**config.mk**
```make
export PLATFORM = sky130hd
export DESIGN_NAME = map_controller
export DESIGN_NICKNAME = d
export VERILOG_FILES = /design/src/rtl/map_pkg.sv /design/src/rtl/rr_arb2.sv /design/src/rtl/map_controller.sv
export SDC_FILE = /design/constraint.sdc
export NUM_CORES = 1
export LEC_CHECK = 0
export CAP_MARGIN = 10
export CORE_MARGIN = 2
export CORE_UTILIZATION = 36
export DETAILED_ROUTE_END_ITERATION = 7
export GPL_ROUTABILITY_DRIVEN = 1
export PLACE_DENSITY = 0.64
export REMOVE_ABC_BUFFERS = 1
export SETUP_SLACK_MARGIN = 0.3
export SYNTH_ARGS = -nofsm -noshare
export SYNTH_HDL_FRONTEND = slang
export SYNTH_SLANG_ARGS = --single-unit
```
**constraint.sdc**
```tcl
create_clock -name Clk -period 3.49 [get_ports Clk]
set_input_delay 1.047 -clock Clk [delete_from_list [all_inputs] [get_ports Clk]]
set_output_delay 1.047 -clock Clk [all_outputs]
set_load 0.01 [all_outputs]
```
**src/rtl/map_pkg.sv**
```systemverilog
// -----------------------------------------------------------------------------
// map_pkg
// Shared definitions for the tile-map controller: map geometry, tile codes,
// controller FSM states and the tile toggle rule applied by player edits.
// No ports (package).
// -----------------------------------------------------------------------------
package map_pkg;

  localparam int MAP_W     = 20;
  localparam int MAP_H     = 15;
  localparam int MAP_CELLS = MAP_W * MAP_H;

  typedef enum logic [2:0] {
    EMPTY  = 3'd0,
    BORDER = 3'd1,
    BRICK  = 3'd2,
    GOAL1  = 3'd3,
    GOAL2  = 3'd4,
    SOFT   = 3'd5,
    ICE    = 3'd6
  } tile_t;

  typedef enum logic [1:0] {
    IDLE    = 2'd0,
    EDIT_RD = 2'd1,
    EDIT_WR = 2'd2,
    LOAD    = 2'd3
  } state_t;

  // Result of applying a toggle to one tile: whether to write, and what.
  typedef struct packed {
    logic       we;
    logic [2:0] val;
  } toggle_t;

  // Brick/ice clear to empty, empty/soft become brick. Border, goals and the
  // unused code 7 are immutable, so no write is requested for them.
  function automatic toggle_t toggle_tile(input logic [2:0] tile);
    toggle_t r;
    r.we  = 1'b0;
    r.val = tile;
    case (tile)
      BRICK, ICE: begin
        r.we  = 1'b1;
        r.val = EMPTY;
      end
      EMPTY, SOFT: begin
        r.we  = 1'b1;
        r.val = BRICK;
      end
      default: begin
        r.we  = 1'b0;
        r.val = tile;
      end
    endcase
    return r;
  endfunction

endpackage

```
**src/rtl/rr_arb2.sv**
```systemverilog
// -----------------------------------------------------------------------------
// rr_arb2
// Two-requester round-robin arbiter. The grant is combinational from the
// request vector and the last-grant register; the register only moves when
// the owner commits the grant (advance high).
// Ports:
//   Clk, Reset   clock, synchronous active-high reset (last grant = req[1])
//   req[1:0]     request vector (bit 0 = player 1, bit 1 = player 2)
//   advance      grant is being taken this cycle; update last-grant
//   gnt[1:0]     one-hot (or zero) grant
// -----------------------------------------------------------------------------
module rr_arb2 (
  input  logic       Clk,
  input  logic       Reset,
  input  logic [1:0] req,
  input  logic       advance,
  output logic [1:0] gnt
);

  // 0 = requester 0 granted last, 1 = requester 1 granted last
  logic last_reg;

  always_comb begin
    gnt = req;
    if (req == 2'b11) begin
      gnt = last_reg ? 2'b01 : 2'b10;
    end
  end

  always_ff @(posedge Clk) begin
    if (Reset) begin
      // Requester 0 wins the first tie after reset.
      last_reg <= 1'b1;
    end else if (advance && (gnt != 2'b00)) begin
      last_reg <= gnt[1];
    end
  end

endmodule

```
**src/rtl/map_controller.sv**
```systemverilog
// -----------------------------------------------------------------------------
// map_controller
// Owns the single-port map RAM. Streams whole levels from the level ROM into
// the RAM and serialises two players' tile-toggle requests as read-modify-
// write edits. Level loads (including the win screen) take priority over
// edits and are remembered if they arrive mid-edit.
// Ports:
//   Clk, Reset                 clock, synchronous active-high reset
//   reqN_valid/idx/ready       player N toggle request (idx = row*20+col)
//   load_req, load_level       load level command
//   win                        load the blank win-screen level (last slot)
//   rom_addr, rom_data         level ROM, 1-cycle read latency
//   ram_addr/rdata/we/wdata    map RAM, 1-cycle read latency
//   busy                       high whenever not idle
//   load_done                  pulse on the final load write
//   edit_done, edit_id         pulse on edit completion, 0=player1 1=player2
// -----------------------------------------------------------------------------
module map_controller #(
  parameter int MAP_CELLS  = 300,
  parameter int NUM_LEVELS = 4
) (
  input  logic        Clk,
  input  logic        Reset,
  input  logic        req1_valid,
  input  logic        req2_valid,
  input  logic [8:0]  req1_idx,
  input  logic [8:0]  req2_idx,
  output logic        req1_ready,
  output logic        req2_ready,
  input  logic        load_req,
  input  logic [1:0]  load_level,
  input  logic        win,
  output logic [10:0] rom_addr,
  input  logic [2:0]  rom_data,
  output logic [8:0]  ram_addr,
  input  logic [2:0]  ram_rdata,
  output logic        ram_we,
  output logic [2:0]  ram_wdata,
  output logic        busy,
  output logic        load_done,
  output logic        edit_done,
  output logic        edit_id
);

  import map_pkg::*;

  localparam logic [8:0]  LAST_CNT  = 9'(MAP_CELLS);
  localparam logic [10:0] CELLS_W   = 11'(MAP_CELLS);
  localparam logic [1:0]  WIN_LEVEL = 2'(NUM_LEVELS - 1);

  state_t      state_reg;
  logic [8:0]  cnt_reg;       // load cycle index, 0..MAP_CELLS
  logic [10:0] base_reg;      // level * MAP_CELLS, fixed for one load
  logic        pend_reg;      // load requested but not yet started
  logic [1:0]  pend_lvl_reg;
  logic [8:0]  idx_reg;       // cell under edit
  logic        id_reg;        // player owning the edit

  // A fresh load_req carries its own level even when win fires alongside.
  logic       load_now;
  logic [1:0] new_lvl;
  logic       idle_load;
  logic [1:0] start_lvl;
  logic       grant_ok;
  logic [1:0] gnt;
  logic       idx_ok;
  toggle_t    edit_rule;

  assign load_now  = load_req | win;
  assign new_lvl   = load_req ? load_level : WIN_LEVEL;
  assign idle_load = pend_reg | load_now;
  assign start_lvl = load_now ? new_lvl : pend_lvl_reg;

  // Requests are only accepted in IDLE with nothing waiting to load.
  assign grant_ok  = (state_reg == IDLE) && !idle_load && !Reset;

  rr_arb2 u_arb (
    .Clk     (Clk),
    .Reset   (Reset),
    .req     ({req2_valid, req1_valid}),
    .advance (grant_ok),
    .gnt     (gnt)
  );

  assign req1_ready = grant_ok & gnt[0];
  assign req2_ready = grant_ok & gnt[1];

  assign idx_ok    = (idx_reg < LAST_CNT);
  assign edit_rule = toggle_tile(ram_rdata);

  always_ff @(posedge Clk) begin
    if (Reset) begin
      // Power-up behaves like a pending load of level 0.
      state_reg    <= IDLE;
      cnt_reg      <= 9'd0;
      base_reg     <= 11'd0;
      pend_reg     <= 1'b1;
      pend_lvl_reg <= 2'd0;
      idx_reg      <= 9'd0;
      id_reg       <= 1'b0;
    end else begin
      case (state_reg)
        IDLE: begin
          if (idle_load) begin
            state_reg <= LOAD;
            cnt_reg   <= 9'd0;
            base_reg  <= 11'(start_lvl) * CELLS_W;
            pend_reg  <= 1'b0;
          end else if (gnt != 2'b00) begin
            state_reg <= EDIT_RD;
            idx_reg   <= gnt[0] ? req1_idx : req2_idx;
            id_reg    <= ~gnt[0];
          end
        end
        EDIT_RD: begin
          if (load_now) begin
            pend_reg     <= 1'b1;
            pend_lvl_reg <= new_lvl;
          end
          state_reg <= EDIT_WR;
        end
        EDIT_WR: begin
          if (load_now) begin
            pend_reg     <= 1'b1;
            pend_lvl_reg <= new_lvl;
          end
          state_reg <= IDLE;
        end
        LOAD: begin
          // Load commands are dropped here: pend_reg is left untouched.
          if (cnt_reg == LAST_CNT) begin
            state_reg <= IDLE;
            cnt_reg   <= 9'd0;
          end else begin
            cnt_reg <= cnt_reg + 9'd1;
          end
        end
        default: state_reg <= IDLE;
      endcase
    end
  end

  // Outputs decode the registered state. Write data follows the memory read
  // data of the same cycle (ROM for loads, RAM for edits), so it cannot be
  // registered without adding a cycle. Everything is forced low while Reset
  // is asserted so an interrupted load or edit stops writing immediately.
  always_comb begin
    rom_addr  = 11'd0;
    ram_addr  = 9'd0;
    ram_we    = 1'b0;
    ram_wdata = 3'd0;
    busy      = 1'b0;
    load_done = 1'b0;
    edit_done = 1'b0;
    edit_id   = 1'b0;
    if (!Reset) begin
      case (state_reg)
        EDIT_RD: begin
          busy = 1'b1;
          if (idx_ok) begin
            ram_addr = idx_reg;
          end
        end
        EDIT_WR: begin
          busy      = 1'b1;
          edit_done = 1'b1;
          edit_id   = id_reg;
          if (idx_ok) begin
            ram_addr  = idx_reg;
            ram_we    = edit_rule.we;
            ram_wdata = edit_rule.val;
          end
        end
        LOAD: begin
          busy = 1'b1;
          // ROM address leads the RAM write by one cycle.
          if (cnt_reg != LAST_CNT) begin
            rom_addr = base_reg + 11'(cnt_reg);
          end
          if (cnt_reg != 9'd0) begin
            ram_we    = 1'b1;
            ram_addr  = cnt_reg - 9'd1;
            ram_wdata = rom_data;
          end
          load_done = (cnt_reg == LAST_CNT);
        end
        default: begin
          busy = 1'b0;
        end
      endcase
    end
  end

endmodule

```
=== Word-level counts from Yosys, hierarchy flattened ===
Index checks and enable logic that the tools add are counted.

* Add/sub/neg operators: 3
* Multipliers: 1
* $lt $le $gt $ge: 1
* Eq/ne operators: 13
* Multiplexer cells: 39
* Bitwise operators: 6
* Reduce and logical (&&, ||, !) cells: 20

{| class="wikitable"
|+ Operators with widths
! kind !! count
|-
| $mux 9 || 6
|-
| $pmux 9 s2 || 2
|-
| $mux 11 || 3
|-
| $mux 2 || 7
|-
| $mux 1 || 13
|-
| $add 11x9->11 || 1
|-
| $add 9x1->9 const B || 1
|-
| $eq 9x9->1 const B || 1
|-
| $lt 9x9->1 const B || 1
|-
| $mul 2x7->9 const B || 1
|-
| $mux 3 || 3
|-
| $ne 9x9->1 const B || 1
|-
| $reduce_bool 9->1 || 1
|-
| $sub 9x1->9 const B || 1
|-
| $pmux 2 s4 || 1
|-
| $pmux 4 s2 || 1
|-
| $eq 2x2->1 const B || 3
|-
| $eq 3x3->1 const B || 2
|-
| $pmux 3 s2 || 1
|-
| $reduce_and 2->1 || 3
|-
| $reduce_and 3->1 || 2
|-
| $reduce_bool 2->1 || 3
|-
| $reduce_or 2->1 || 3
|-
| $ne 2x2->1 const B || 2
|-
| 13 further kinds || 20
|}

* Flip-flop bits (word level): 34
* Input bits: 32
* Output and inout port bits: 30
* Logic and storage cells: 91

=== Longest topological paths before layout ===
* Word-level depth: 6
* Depth in mapped cells: 8
* Depth with buffers taken out: 6

=== Hierarchy ===
A second synthesis with hierarchy kept.

* Cell total of the unflattened synthesis: 286
* Area, all modules: 2359.8 µm²

{| class="wikitable"
|+ By module, submodules not included
! module !! instances !! cells each !! area each (µm²) !! sequential area each (µm²)
|-
| map_controller || 1 || 279 || 2298.5 || 600.6
|-
| rr_arb2 || 1 || 7 || 61.3 || 20.0
|}

=== Worst setup path after synthesis ===
No wires, ideal clock.

* Kind: input-to-output
* Start: in Reset
* End: out ram_addr[0]
* Data arrival time: 2.206 ns
* Required time: 2.443 ns
* Path slack: 0.237 ns
* Stages on the path: 5
* Path buffers: 1
* Cells stage by stage: clkbuf_1 nor2_1 nand2_1 a21oi_1 o2bb2ai_1

* Cells in the longest elaborated chain, start to end: 1

{| class="wikitable"
|+ RTL lines
! item !! line !! text
|-
| start, declared || map_controller.sv:23 || <nowiki>input logic Reset,</nowiki>
|-
| $mux 9 || map_controller.sv:156 || <nowiki>if (!Reset) begin</nowiki>
|-
| end, declared || map_controller.sv:35 || <nowiki>output logic [8:0] ram_addr,</nowiki>
|}

Every way passes these cells.

=== Worst setup path after layout ===
* Start: in load_req
* End: out req2_ready

* Cells in the longest elaborated chain, start to end: 6

{| class="wikitable"
|+ RTL lines
! item !! line !! text
|-
| start, declared || map_controller.sv:30 || <nowiki>input logic load_req,</nowiki>
|-
| $or 1x1->1 || map_controller.sv:69 || <nowiki>assign load_now = load_req | win;</nowiki>
|-
| $or 1x1->1 || map_controller.sv:71 || <nowiki>assign idle_load = pend_reg | load_now;</nowiki>
|-
| $logic_not 1->1 || map_controller.sv:75 || <nowiki>assign grant_ok = (state_reg == IDLE) && !idle_load && !Reset;</nowiki>
|-
| $logic_and 1x1->1 (2 in a row) || map_controller.sv:75 ||
|-
| $and 1x1->1 || map_controller.sv:86 || <nowiki>assign req2_ready = grant_ok & gnt[1];</nowiki>
|-
| end, declared || map_controller.sv:29 || <nowiki>output logic req2_ready,</nowiki>
|}

Every way passes these cells.

==> impl_metrics.yaml <==
pwr:
  seq_power_share: 0.321
  p_int_w: 0.000922
  ir_worst_vdd_v: 0.000315
  leakage_nw: 1.59
  p_comb_frac: 0.415
  p_per_area_nw_per_um2: 408
  switching_share: 0.349
  clkPwrFrac: 0.264
  total_power_w: 0.00142
  switchingPower_w: 0.000494
final_layout:
  area_growth_pct: 49.3
  diodes: 0
  mostFrequentLayoutCells: "buf_4, nor2_1, dfxtp_1"
  final_common_cell: "buf_4"
  final_nets: 431
  final_util: 0.550
  drive_above_1_share: 0.249
  fill_cells: 626
timing:
  finalHoldViolCount: 0
  setup_slack_ns: 0.275
  fin_skew_ns: 0.00362
  layout_min_cycle_time_ns: 3.22
  max_freq_mhz: 311
  hold_slack_ns: 0.502
  setup_violations: 0
  slew_viol_final: 0
  worst-slew-pin-transition_ns: 0.535
  finalCritPeriodShare: 0.921
  relSlewSlack: 0.639
  rsz0062_at_grt: "yes"
routing:
  drc: 0
  via_count: 2375
  viasPerCell: 5.19
  firstDrtPassIters: 4
  wl_per_cell_um: 13.7
  wirelength_um: 6290
  final_antenna_net_count: 0
  drt_iter0_drc: 172
critical_path:
  path_max_fanout: 2
  crit_arrival_ns: 2.17
  critPathRequiredTime_ns: 2.44
  path_class: "primary input to output pin"
  cp-start-kind: "primary input"
  reg2reg_slack_ns: 1.20
  reg2reg_depth: 8
  r2r-start: "state_reg[0]"
  worstReg2RegEnd: "u_arb.last_reg"
  cp-end-kind: "output pin"
cts:
  clock_latency_ns: 0.29
  cts_tree: "yes"
  htreeDepth: 2
  cts_sinks: 31
  clockRootBuffer: "clkbuf_8"
  cts_buffers: 5
  cts_buffer_depth: 2
  hold_buffers: 0
  path_clk_slew_ns: 0.07
job:
  maxCapViolations: 0
synth:
  yosysUniqueCellTypes: 51
  synth_compound_area_frac: 0.225
  synth_edf_count: 0
  netlist_top_cells_area: "dfxtp_1, ha_1, mux2i_1"
  synthCells: 279
  yosysSeqAreaShare: 0.267
  muxShareOfSynthArea: 0.0947
  synth_async_sr_flop_share: 0
  synth_top_family_by_area: "compound AO/OA/AOI/OAI gates"
  syn_area_um2: 2330
  synth_seq_cells: 31
  synthSimpleGateAreaFrac: 0.205
  synth_fa_ha_area_frac: 0.105
  synth.top_cell.area_share: 0.267
  ys_warn_count: 0
  yosys.area.top_type: "dfxtp_1"
  synth_ff_type: "dfxtp_1"
  synthXorXnorAreaFrac: 0.0565
  syn_avg_cell_area_um2: 8.34
hold_path:
  hp-start: "idx_reg[0]"
  holdPathStages: 2
  hp-class: "flip-flop to flip-flop"
  holdPathEnd: "idx_reg[0]"
floorplan:
  fp.dieH_um: 84.4
  ios: 62
  num_rows: 29
  start_util: 0.368
  dieArea_um2: 7120
  core_um2: 6310
  die_w_um: 84.4
place:
  place_congestion: 0.850
  hpwl_um: 4800
  post-place-ws_ns: -0.570
  portBuffers: 61
grt:
  grt_usage: 0.181
  antenna_found_initial: 0
  grt_pass1_wl_um: 10600
  grt-ovfl-total: 0
  grt_start_max_net_pins: 21
  first_global_vias: 2313
outcome:
  outcome: "completed"
==> layout make-up <==
type,count,area (µm²),share of cell area
Inverter,14,52.6,0.0151
Sequential cell,31,627,0.181
Multi-Input combinational cell,223,1710,0.492
Clock buffer,6,82.6,0.0238
Timing Repair Buffer,105,871,0.251
Clock inverter,2,35.0,0.0101
Tap cell,77,96.3,0.0277
==> what timing repair did <==
action,in CTS,in global routing
pin swaps,11,8
gates resized for setup,90,16
endpoints found under the hold margin,0,0
buffers inserted,8,5
setup endpoints to repair,30,20
==> worst max path at each step <==
stage          startpoint    endpoint  slack [ns]
3_5_place_dp     load_req  req2_ready       -0.57
4_1_cts               win  req2_ready        0.18
6_report         load_req  req2_ready        0.27
5_1_grt          load_req  req2_ready        0.24
2_1_floorplan  req2_valid  req1_ready        0.06
3_3_place_gp     load_req  req2_ready       -0.56
==> cells by family after synthesis <==
family          after synthesis
simple gates                 98
buf+inv                      25
fa+ha+maj                    19
xor+xnor                     15
mux                          22
flops                        31
compound gates               69
==> worst max-delay path, stage by stage <==
cell and delay [ns]:
buf_6 0.09, or4b_4 0.54, a2111oi_4 0.30, buf_2 0.19
==> stage by stage <==
step | instances | setup TNS (ns) | instance area, µm²
detailed placement | 437 | -10.10 | 3210
CTS | 453 | 0 | 3400
floorplan | 268 | 0 | 2270
global placement | 437 | -9.78 | 3210
finish | 458 | 0 | 3470
global route | 458 | 0 | 3470
==> layer usage <==
layer,GRT usage,share of wire
met5,0,0
met4,0.0649,0.017
met3,0.0305,0.032
met2,0.315,0.50
met1,0.225,0.45
==> power groups by stage <==
stage	Clock, W	Combinational (W)	Sequential (W)
2_1_floorplan	0	0.000353	0.000444
3_3_place_gp	0	0.000551	0.000455
3_5_place_dp	0	0.000558	0.000457
4_1_cts	0.000381	0.000577	0.000451
5_1_grt	0.000399	0.000652	0.000462
6_report	0.000374	0.000588	0.000454
==> cells in the mapped netlist (7+ instances only) <==
cell / instances
nor3_1: 9
a211oi_1: 13
ha_1: 18
xnor2_1: 12
dfxtp_1: 31
a21oi_1: 8
clkbuf_1: 7
o21ai_0: 12
inv_1: 13
o2bb2ai_1: 8
nand2_1: 14
nand3_1: 7
nor2_1: 42
mux2i_1: 22
Note: power is estimated with default switching activity, not from simulation.
